--- src/rtl/uart_tx_arbiter.sv ---
// Round-robin, message-granular sharing of one UART byte stream between N_REQ requesters,
// with optional ASCII source tag, CR LF trailer and mid-message stall abort.
module uart_tx_arbiter #(
    parameter int N_REQ   = 4,
    parameter bit TAG_EN  = 1'b1,
    parameter bit EOL_EN  = 1'b1,
    parameter int TIMEOUT = 1024
) (
    input  logic               clk,
    input  logic               rst,
    input  logic [N_REQ-1:0]   req_valid,
    input  logic [8*N_REQ-1:0] req_data,
    input  logic [N_REQ-1:0]   req_last,
    output logic [N_REQ-1:0]   req_ready,
    output logic               out_valid,
    output logic [7:0]         out_data,
    input  logic               out_ready,
    output logic [N_REQ-1:0]   grant,
    output logic               busy,
    output logic               timeout_pulse
);
    localparam int IW = (N_REQ > 1) ? $clog2(N_REQ) : 1;
    localparam int CW = (TIMEOUT > 0) ? $clog2(TIMEOUT + 1) : 1;
    localparam logic [CW-1:0] CNT_LAST = (TIMEOUT > 0) ? CW'(TIMEOUT - 1) : '0;

    typedef enum logic [2:0] {
        S_IDLE,
        S_TAG,
        S_BODY,
        S_CR,
        S_LF,
        S_DRAIN
    } state_t;

    state_t            state_q, state_d;
    logic [N_REQ-1:0]  grant_q, grant_d;
    logic [IW-1:0]     idx_q, idx_d;
    logic [IW-1:0]     rr_q, rr_d;
    logic              out_valid_q, out_valid_d;
    logic [7:0]        out_data_q, out_data_d;
    logic [CW-1:0]     cnt_q, cnt_d;
    logic              pulse_q, pulse_d;

    logic              win_found;
    logic [IW-1:0]     win_idx;
    logic [IW-1:0]     cand;
    logic              loadable;
    logic              cur_valid;
    logic              cur_last;
    logic [7:0]        cur_data;
    logic              cur_ready;
    logic              cur_fire;
    state_t            end_state;

    // First valid requester after the last winner, wrapping around.
    always_comb begin
        win_found = 1'b0;
        win_idx   = '0;
        cand      = '0;
        for (int k = 1; k <= N_REQ; k++) begin
            cand = IW'((int'(rr_q) + k) % N_REQ);
            if (!win_found && req_valid[cand]) begin
                win_found = 1'b1;
                win_idx   = cand;
            end
        end
    end

    assign loadable  = !out_valid_q || out_ready;
    assign cur_valid = req_valid[idx_q];
    assign cur_last  = req_last[idx_q];
    assign cur_data  = req_data[{idx_q, 3'b000} +: 8];
    // In TAG the register always holds the tag, so the first body byte can ride in as it drains.
    assign cur_ready = ((state_q == S_TAG) || (state_q == S_BODY)) && loadable;
    assign cur_fire  = cur_valid && cur_ready;
    assign end_state = EOL_EN ? S_CR : S_DRAIN;

    always_comb begin
        state_d     = state_q;
        grant_d     = grant_q;
        idx_d       = idx_q;
        rr_d        = rr_q;
        out_valid_d = out_valid_q && !out_ready;
        out_data_d  = out_data_q;
        cnt_d       = '0;
        pulse_d     = 1'b0;

        if (cur_fire) begin
            out_valid_d = 1'b1;
            out_data_d  = cur_data;
        end

        case (state_q)
            S_IDLE: begin
                if (win_found) begin
                    grant_d = N_REQ'(1) << win_idx;
                    idx_d   = win_idx;
                    rr_d    = win_idx;
                    if (TAG_EN) begin
                        state_d     = S_TAG;
                        out_valid_d = 1'b1;
                        out_data_d  = 8'h30 + 8'(win_idx);
                    end else begin
                        state_d = S_BODY;
                    end
                end
            end
            S_TAG: begin
                if (cur_fire) begin
                    state_d = cur_last ? end_state : S_BODY;
                end else if (out_ready) begin
                    state_d = S_BODY;
                end
            end
            S_BODY: begin
                cnt_d = cnt_q;
                if (cur_fire) begin
                    cnt_d = '0;
                    if (cur_last) begin
                        state_d = end_state;
                    end
                end else if (!cur_valid && (TIMEOUT > 0)) begin
                    // Only requester silence counts; output backpressure holds the count.
                    if (cnt_q == CNT_LAST) begin
                        cnt_d   = '0;
                        pulse_d = 1'b1;
                        state_d = end_state;
                    end else if (cnt_q != {CW{1'b1}}) begin
                        cnt_d = cnt_q + 1'b1;
                    end
                end
            end
            S_CR: begin
                if (loadable) begin
                    out_valid_d = 1'b1;
                    out_data_d  = 8'h0D;
                    state_d     = S_LF;
                end
            end
            S_LF: begin
                if (loadable) begin
                    out_valid_d = 1'b1;
                    out_data_d  = 8'h0A;
                    state_d     = S_DRAIN;
                end
            end
            S_DRAIN: begin
                if (loadable) begin
                    grant_d = '0;
                    state_d = S_IDLE;
                end
            end
            default: begin
                grant_d = '0;
                state_d = S_IDLE;
            end
        endcase
    end

    always_ff @(posedge clk) begin
        if (rst) begin
            state_q     <= S_IDLE;
            grant_q     <= '0;
            idx_q       <= '0;
            rr_q        <= IW'(N_REQ - 1);
            out_valid_q <= 1'b0;
            out_data_q  <= 8'h00;
            cnt_q       <= '0;
            pulse_q     <= 1'b0;
        end else begin
            state_q     <= state_d;
            grant_q     <= grant_d;
            idx_q       <= idx_d;
            rr_q        <= rr_d;
            out_valid_q <= out_valid_d;
            out_data_q  <= out_data_d;
            cnt_q       <= cnt_d;
            pulse_q     <= pulse_d;
        end
    end

    assign req_ready     = grant_q & {N_REQ{cur_ready}};
    assign out_valid     = out_valid_q;
    assign out_data      = out_data_q;
    assign grant         = grant_q;
    assign busy          = (state_q != S_IDLE);
    assign timeout_pulse = pulse_q;

endmodule

--- config.mk ---
export PLATFORM = sky130hd
export DESIGN_NAME = uart_tx_arbiter
export DESIGN_NICKNAME = d
export VERILOG_FILES = /design/src/rtl/uart_tx_arbiter.sv
export SDC_FILE = /design/constraint.sdc
export NUM_CORES = 1
export LEC_CHECK = 0
export BUFFER_PORTS_ARGS = -buffer_cell sky130_fd_sc_hd__buf_2
export CAP_MARGIN = 20
export CORE_MARGIN = 4
export CORE_UTILIZATION = 45
export CTS_CLUSTER_DIAMETER = 150
export DETAILED_ROUTE_END_ITERATION = 10
export PLACE_DENSITY_LB_ADDON = 0.2
export SLEW_MARGIN = 20
export SYNTH_ARGS = -nofsm -noshare
export SYNTH_HDL_FRONTEND = slang
export SYNTH_SLANG_ARGS = --single-unit
--- constraint.sdc ---
create_clock -name clk -period 2.56 [get_ports clk]
set_input_delay 0.128 -clock clk [delete_from_list [all_inputs] [get_ports clk]]
set_output_delay 0.128 -clock clk [all_outputs]
set_load 0.02 [all_outputs]
======== After elaboration in Yosys (flattened, before gate mapping) ========
Cells that the tools add are included.
W data, S select, Z words.
word-level totals
  flip-flop bits (word level) ............. 32
  output and inout port bits .............. 19
  logic and storage cells ................. 111
operators by class
  add/subtract/negate cells ............... 6
  magnitude comparators ................... 5
  equality and inequality tests ........... 15
  shift-type cells ........................ 2
  multiplexer cells ....................... 47
  bitwise gates (word level) .............. 4
  reduce and logical (&&, ||, !) cells .... 24
operator list
  operator                 number
  $mux W8                  4
  $shiftx A32 B6 Y8        1
  $mux W3                  10
  $pmux W8 S3              1
  $mux W11                 2
  $pmux W3 S6              1
  $lt A2 B3 Y1 const B     5
  $mux W1                  15
  $bmux W1 S2              6
  $pmux W4 S3              1
  $add A11 B1 Y11 const B  1
  $eq A11 B10 Y1 const B   1
  $ne A11 B11 Y1 const B   1
  $ne A3 B3 Y1 const B     3
  $mux W2                  4
  $mux W4                  2
  $ne A2 B2 Y1 const B     4
  $reduce_and A8 Y1        1
  $reduce_or A4 Y1         2
  $add A6 B2 Y7 const A    1
  $eq A3 B2 Y1 const B     2
  $eq A3 B3 Y1 const B     2
  $logic_and A1 B1 Y1      6
  $logic_not A1 Y1         5
  16 further kinds         22

======== Depth between registers and ports, before layout ========
Gate-level depths: netlist of the first run.
  depth in word-level cells ............... 16
  depth in mapped cells ................... 8

======== Worst setup path after synthesis of the first run ========
OpenSTA, ideal clock, no wires.
  kind .................................... flip-flop to flip-flop
  start point ............................. register idx_q[1]
  end point ............................... register cnt_q[3]
  arrival time ............................ 1.917 ns
  data required time ...................... 2.496 ns
  slack ................................... 0.579 ns
  stages on the path, launching flop included .. 8
  period minus slack after synthesis ...... 1.981 ns
  cells stage by stage .................... dfxtp_1 > mux4_2 > and4_4 > buf_6 > or3_1 > buf_2 > a21o_1 > nor2_1
between the ends
  cells in the longest elaborated chain, start to end .. 4
ends and longest elaborated chain
  what                                                                    line  source
  from (decl)                                                             37    logic [IW-1:0] idx_q, idx_d;
  from (signal assigned)                                                  173   idx_q <= idx_d;
  $bmux W1 S2 *                                                           70    assign cur_valid = req_valid[idx_q];
  $mux W1 (not written as such) *                                         70
  $logic_and A1 B1 Y1 / $not A1 Y1 (equally long branches)                -
  $reduce_or A3 Y1 (no line) / $reduce_and A2 Y1 (equally long branches)  -
  to (signal assigned)                                                    177   cnt_q <= cnt_d;
  to (decl)                                                               41    logic [CW-1:0] cnt_q, cnt_d;
Mark *: on every way between the ends. The rest lies on a longest branch, timed or not. The select of a mux whose other input is x is not followed.
A chain may end at the register's enable or synchronous reset.

======== Worst setup path in the final report of the first run ========
  start point ............................. register idx_q[1]
  end point ............................... register cnt_q[4]
Same word-level chain as after synthesis.

==> results.md, run 1 <==
- Worst r2r dst: cnt_q[4]
- 1st-iter DRT viols: approximately 170
- Most frequent cells in the layout: buf_2 (61), dfxtp_1 (32), nor2_1 (31)
- Status: completed
- Setup repair bufs after CTS: 0
- Mean area per synthesized cell: around 8.8 µm²
- RSZ-0062 raised after global routing: no
- Skew-Pair Late Insertion Delay: approximately 0.28 ns
- Hold endpoint: grant[2]
- Ys Warns: 0
- Worst slack at placement: between 0.3 and 0.4 ns
- Gr busiest metal: met2
- Period utilization: 0.862
- Vias in the first global route: around 1800
- Worst Tran Pin Value: 0.593 ns
- Routed WL: about 4.8 mm
- Drc violations: 0
- R2r startpoint: idx_q[1]
- WHS Path Cells: 2
- DR vias: between 1500 and 2000
- Gates resized, CTS repair: 0
- Slowest cell on the critical path: mux4_2
- Dpl cells: ~320
- Mapped Cells: 212
- Fin Setup TNS: 0 ns
- Max cap viols: 0
- Worst stage delay on the critical path: approximately 0.63 ns
- 1st-pass router iterations: 5
- Leading cell type in the layout, fill and taps excluded: buf_2
- Sequential cell area fraction in the yosys report: 0.342
- Area growth from synthesis to layout: 23.1%
- Drt via density: 5.60
- Crit path cell chain: mux4_2 -> and4_4 -> or3_1 -> a21o_1 -> nor2_1
- Root Buffer Master: clkbuf_8
- Layout cells sized above 1: 0.311
- Final net count: approximately 320
- Worst R2R Path Depth: 5
- IO Pins: a little over 60
- Cell row count: 23
- Setup crit end kind: flip-flop
- Height of the die: 72.5 µm
- Design Power: between 1.5 and 2 mW
- FFs w/ async S/R, synth: 0
- Critical path buffers and inverters: 0
- Post-synth top area share: 0.342
- Hold_sp: rst
- CP Max Fanout: 11
- Cell variety after synth: 44
- Tmin final: 2.21 ns
- Hold Crit Class: in2reg
- Setup crit start kind: flip-flop
- Diodes inserted: 0
- H-tree depth: 2
- Clk slew on worst S/H paths: ~0.07 ns
- Leading area contributor after synthesis: dfxtp_1
- Gr ovfl total: 0
- EDFF count, synth: 0
- Global-route wire length before repair: about 8 mm
- Antenna viol nets, final: 0
- Lkg Pwr: 0.943 nW
- Initial antenna violation count: 0
- Final GP Congestion: ~0.85
- Largest net degree at the start of global routing: 23
- F_max: roughly 0.45 GHz
- Core Area: 0.00400 mm²
- Worst EP required: about 2.8 ns
- Worst path arrival time: roughly 2.4 ns
- Initial Util: 0.468
- R2r setup slk: between 0.3 and 0.4 ns
- Yosys reg bits: 32
- Critical path class: reg2reg
- Total track usage: 0.195
- Pins Over Slew Limit: 0
- Grt met2 use: 0.303
- CTS tree: yes
- Met3 Use GR: 0.0485
- Max-slew headroom: 0.601
- Avg WL per Cell: 14.8 µm
- Final WS setup: 0.352 ns
- Post-Syn Area: 0.00187 mm²
- Final Hold Viols: 0
- Power density over cell area: around 740 mW/mm²
- Die X: about 72 µm
- Worst vdd ir: between 0.3 and 0.4 mV
- Worst-case clock skew: 0.00742 ns
- Sink Count: 32
- Die Area: about 0.0053 mm²
- Finished Cell Area: roughly 0.0023 mm²
- Hold buffers post-CTS: 0
- Worst path top cell family by delay: simple AND/OR/NAND/NOR gates
- Port Buffers: 61
- Met1 Use GR: 0.269
- CTS buffer count: 5
- Layout Cells excl Fill: roughly 320
- Dominant cells by area after synthesis: dfxtp_1 (34%), mux4_2 (12%), nor2_1 (6.2%), a21oi_1 (4.3%), mux2i_1 (3.2%)
- Clock Path Buffers: 2
- Post-synth net total: roughly 260
- Dominant synthesized flop cell: dfxtp_1
- Setup Viol. Count Final: 0
- DP HPWL: approximately 3.7 mm
- Post-DP Area: 0.00221 mm²
worst max path at each step:
stage / startpoint / endpoint / slack [ns] / depth (start not counted)
2_1_floorplan: idx_q[1] / cnt_q[3] / 0.58 / 7
3_3_place_gp: idx_q[1] / cnt_q[7] / 0.42 / 5
3_5_place_dp: idx_q[1] / cnt_q[3] / 0.37 / 5
4_1_cts: idx_q[1] / cnt_q[4] / 0.35 / 5
5_1_grt: idx_q[1] / cnt_q[4] / 0.22 / 5
6_report: idx_q[1] / cnt_q[4] / 0.35 / 5
where the power goes:
group	internal [mW]	total, mW	switching [mW]
registers	0.566	0.631	0.0651
logic	0.297	0.679	0.382
clock network	0.218	0.403	0.185
total	1.08	1.71	0.632
through the flow:
stage,hold WS [ns],util
after floorplan,0.287,-
final,0.268,0.576
after global placement,0.448,0.553
after detailed placement,0.459,0.553
after global routing,0.291,0.576
after CTS,0.255,0.576
kinds of logic (layout without fill, tap and decap cells):
group	after synthesis	in the layout	synth area share
AOI/OAI and AO/OA	54	54	0.184
DFF	32	32	0.342
xor gates and xnor gates	7	7	0.0328
buffers and inverters	18	79	0.0414
and+or+nand+nor	81	81	0.222
adders and majority gates	1	1	0.00668
muxes	19	19	0.170
per-layer routing:
layer / vias to the layer above / routed length (µm)
li1: 907 / -
met1: 803 / 2210
met2: 95 / 2060
met3: 4 / 474
met4: 0 / 41
met5: - / 0
state kept, by name (all words and copies together), names as in the netlist:
signal         cells
out_valid          1
state_q            3
timeout_pulse      1
rr_q               2
idx_q              2
grant              4
cnt_q             11
out_data           8
synth_stat cells (all sizes together), types with 3 or more instances:
master and n:
nor3 5, dfxtp 32, and2 5, nand2b 6, xnor2 3, mux4 10, buf 3, a211oi 3
mux2i 6, or3 5, o21ai 12, mux2 3, nand4 3, and3 3, nor2 31, o22ai 3
nand2 7, a21oi 16, nor2b 3, xor2 4, clkbuf 8, and4 4, inv 7, nand3 5
o21bai 3
cell type report:
type                       count  area, µm²
fill                         385       1700
multi-input combinational    162       1150
sequential                    32        641
timing repair buffer          64        328
clock buffer                   7       86.3
tap                           50       62.6
inverter                       7       26.3
clock inverter                 1       7.51
No activity file was read; power rests on OpenSTA's default activity.
==> inputs of run 2 (changes only) <==
CORE_UTILIZATION = 30   (was 45)
RECOVER_POWER = 50   (was unset)
clock period = 2.2 ns   (was 2.56 ns; I/O delays follow)
==> run 2 against run 1 <==
Net effect:
- cell area increased by 3.1%
- clock skew increased by 0.0049 ns
- clock-buffer cell count unchanged
- register-to-register slack got worse by 0.17 ns
- setup slack got worse by 0.17 ns
- power increased by 25%
- maximum frequency increased by 9.5%
- first-iteration DRC count increased by 49%
- critical path depth unchanged
- cell count increased by 9.3%
==> results.md, run 2 (synthesized netlist as in run 1, its figures left out) <==
- Status: completed
- WHS: 0.226 ns (-0.0420 ns)
- Final net count: 321 (+1.6%)
- Cell row count: 28 (+22%)
- Post-layout util: 0.397 (-0.180)
- Gr ovfl total: 0 (unchanged)
- Drt via density: 5.19 (-7.3%)
- Largest Register: cnt_q
- Worst stage delay on the critical path: 0.52 ns (-0.11 ns)
- Max-slew headroom: 0.655 (+0.0542)
- Total of fill cells in the finished design: 619 (+61%)
- Gates resized, CTS repair: 0 (unchanged)
- RSZ-0062 raised after global routing: no
- Hold Crit Class: in2reg
- Root Buffer Master: clkbuf_8
- H-tree depth: 2 (unchanged)
- Setup crit end kind: flip-flop
- F_max: 0.496 GHz (+9.5%)
- DR vias: 1832 (+1.3%)
- Sink Count: 32 (unchanged)
- Worst Tran Pin Value: 0.513 ns (-0.0806 ns)
- Pins Over Slew Limit: 0 (unchanged)
- Power density over cell area: 904 mW/mm² (+22%)
- IO Pins: 62 (unchanged)
- Post-DP Area: 0.00228 mm² (+3.1%)
- Critical path buffers and inverters: 0 (unchanged)
- Drc violations: 0 (unchanged)
- Most frequent cells in the layout: buf_2 (46), dfxtp_1 (32), nor2_1 (31)
- Worst path arrival time: 2.23 ns (-0.19 ns)
- FF+latch area: 641 µm² (unchanged)
- 1st-iter DRT viols: 249 (+49%)
- 1st-pass router iterations: 4 (-1)
- Setup Viol. Count Final: 0 (unchanged)
- Clk slew on worst S/H paths: 0.07 ns (about the same)
- Routed WL: 4.99 mm (+4.1%)
- Total track usage: 0.141 (-0.0542)
- Diodes inserted: 0 (unchanged)
- Max cap viols: 0 (unchanged)
- Height of the die: 87.0 µm (+20%)
- Final GP Congestion: 0.866 (+2.1%)
- Worst EP required: 2.42 ns (-0.35 ns)
- Area growth from synthesis to layout: 26.9%
- Lkg Pwr: 0.917 nW (-2.8%)
- Period utilization: 0.916 (+0.0539)
- Setup repair bufs after CTS: 0 (unchanged)
- Worst-case clock skew: 0.0123 ns (+0.00489 ns)
- Max FFs per register: 11 (unchanged)
- Critical path class: reg2reg
- Fin Setup TNS: 0 ns (unchanged)
- CTS buffer count: 5 (unchanged)
- Vias in the first global route: 1870 (+5.8%)
- Hold buffers post-CTS: 0 (unchanged)
- Die X: 87.0 µm (+20%)
- Leading cell type in the layout, fill and taps excluded: buf_2
- Antenna viol nets, final: 0 (unchanged)
- Skew-Pair Late Insertion Delay: 0.29 ns (about the same)
- Tmin final: 2.02 ns (-0.192 ns)
- Final Hold Viols: 0 (unchanged)
- Die Area: 0.00757 mm² (+44%)
- DP HPWL: 3.95 mm (+7.4%)
- CP Max Fanout: 7 (-4)
- Setup crit start kind: flip-flop
- Initial antenna violation count: 0 (unchanged)
- Largest net degree at the start of global routing: 23 (unchanged)
- CTS tree: yes
- Crit path cell chain: mux4_2 -> and4_4 -> or3_1 -> a21o_1 -> nor2_1
- Port Buffers: 61 (unchanged)
- Slowest cell on the critical path: mux4_2
- Multi-input gate area: 0.00115 mm² (unchanged)
- Clock Path Buffers: 2 (unchanged)
- Layout cells sized above 1: 0.263 (-0.0488)
- Finished Cell Area: 0.00238 mm² (+3.1%)
- Global-route wire length before repair: 8.48 mm (+4.2%)
- Avg WL per Cell: 14.1 µm (-4.7%)
- Worst vdd ir: 0.366 mV (+4.2%)
- Initial Util: 0.312 (-0.155)
- Worst path top cell family by delay: simple AND/OR/NAND/NOR gates
- Core Area: 0.00599 mm² (+50%)
run 2: path summary, 6_finish.rpt:
| path | cells after the start | slack, ns | startpoint | end |
|---|---|---|---|---|
| max | 5 | 0.18 | idx_q[1] | cnt_q[9] |
| min | 2 | 0.23 | rst | grant[2] |
| max reg2reg | 5 | 0.18 | idx_q[1] | cnt_q[9] |
| min reg2reg | 2 | 0.47 | grant[1] | grant[1] |
run 2: per-stage QoR:
step	total power, mW	instances	worst slack (ns)
after detailed placement	1.57	345	0.184
after global routing	2.29	353	0.0621
after global placement	1.57	345	0.228
after CTS	2.19	353	0.168
after floorplan	1.31	212	0.219
final	2.15	353	0.184
run 2: report_power, final:
group / leakage, nW / internal, mW / total [mW] / switching, mW
Combinational: 0.591 / 0.349 / 0.809 / 0.460
Sequential: 0.261 / 0.658 / 0.724 / 0.0654
Clock: 0.0645 / 0.400 / 0.615 / 0.216
Total: 0.917 / 1.41 / 2.15 / 0.741
run 2: layout make-up:
type                            instances  share of cell area
Inverter                                7              0.0111
Clock inverter                          1              0.0126
Sequential cell                        32               0.270
Timing Repair Buffer                   69               0.141
Clock buffer                            7              0.0405
Multi-Input combinational cell        162               0.486
Tap cell                               75              0.0395
run 2: per-layer routing:
layer	share of wire	vias up	global-route usage
met5	0	-	0
met3	0.081	7	0.0369
met2	0.44	86	0.222
li1	-	917	-
met1	0.47	822	0.185
met4	0.017	0	0.0524
run 2: worst register-to-register path, cell delays in order, from the launching register on:
cell and delay (ns):
dfxtp_1 0.35, mux4_2 0.52, and4_4 0.24, or3_1 0.47, a21o_1 0.26, nor2_1 0.11
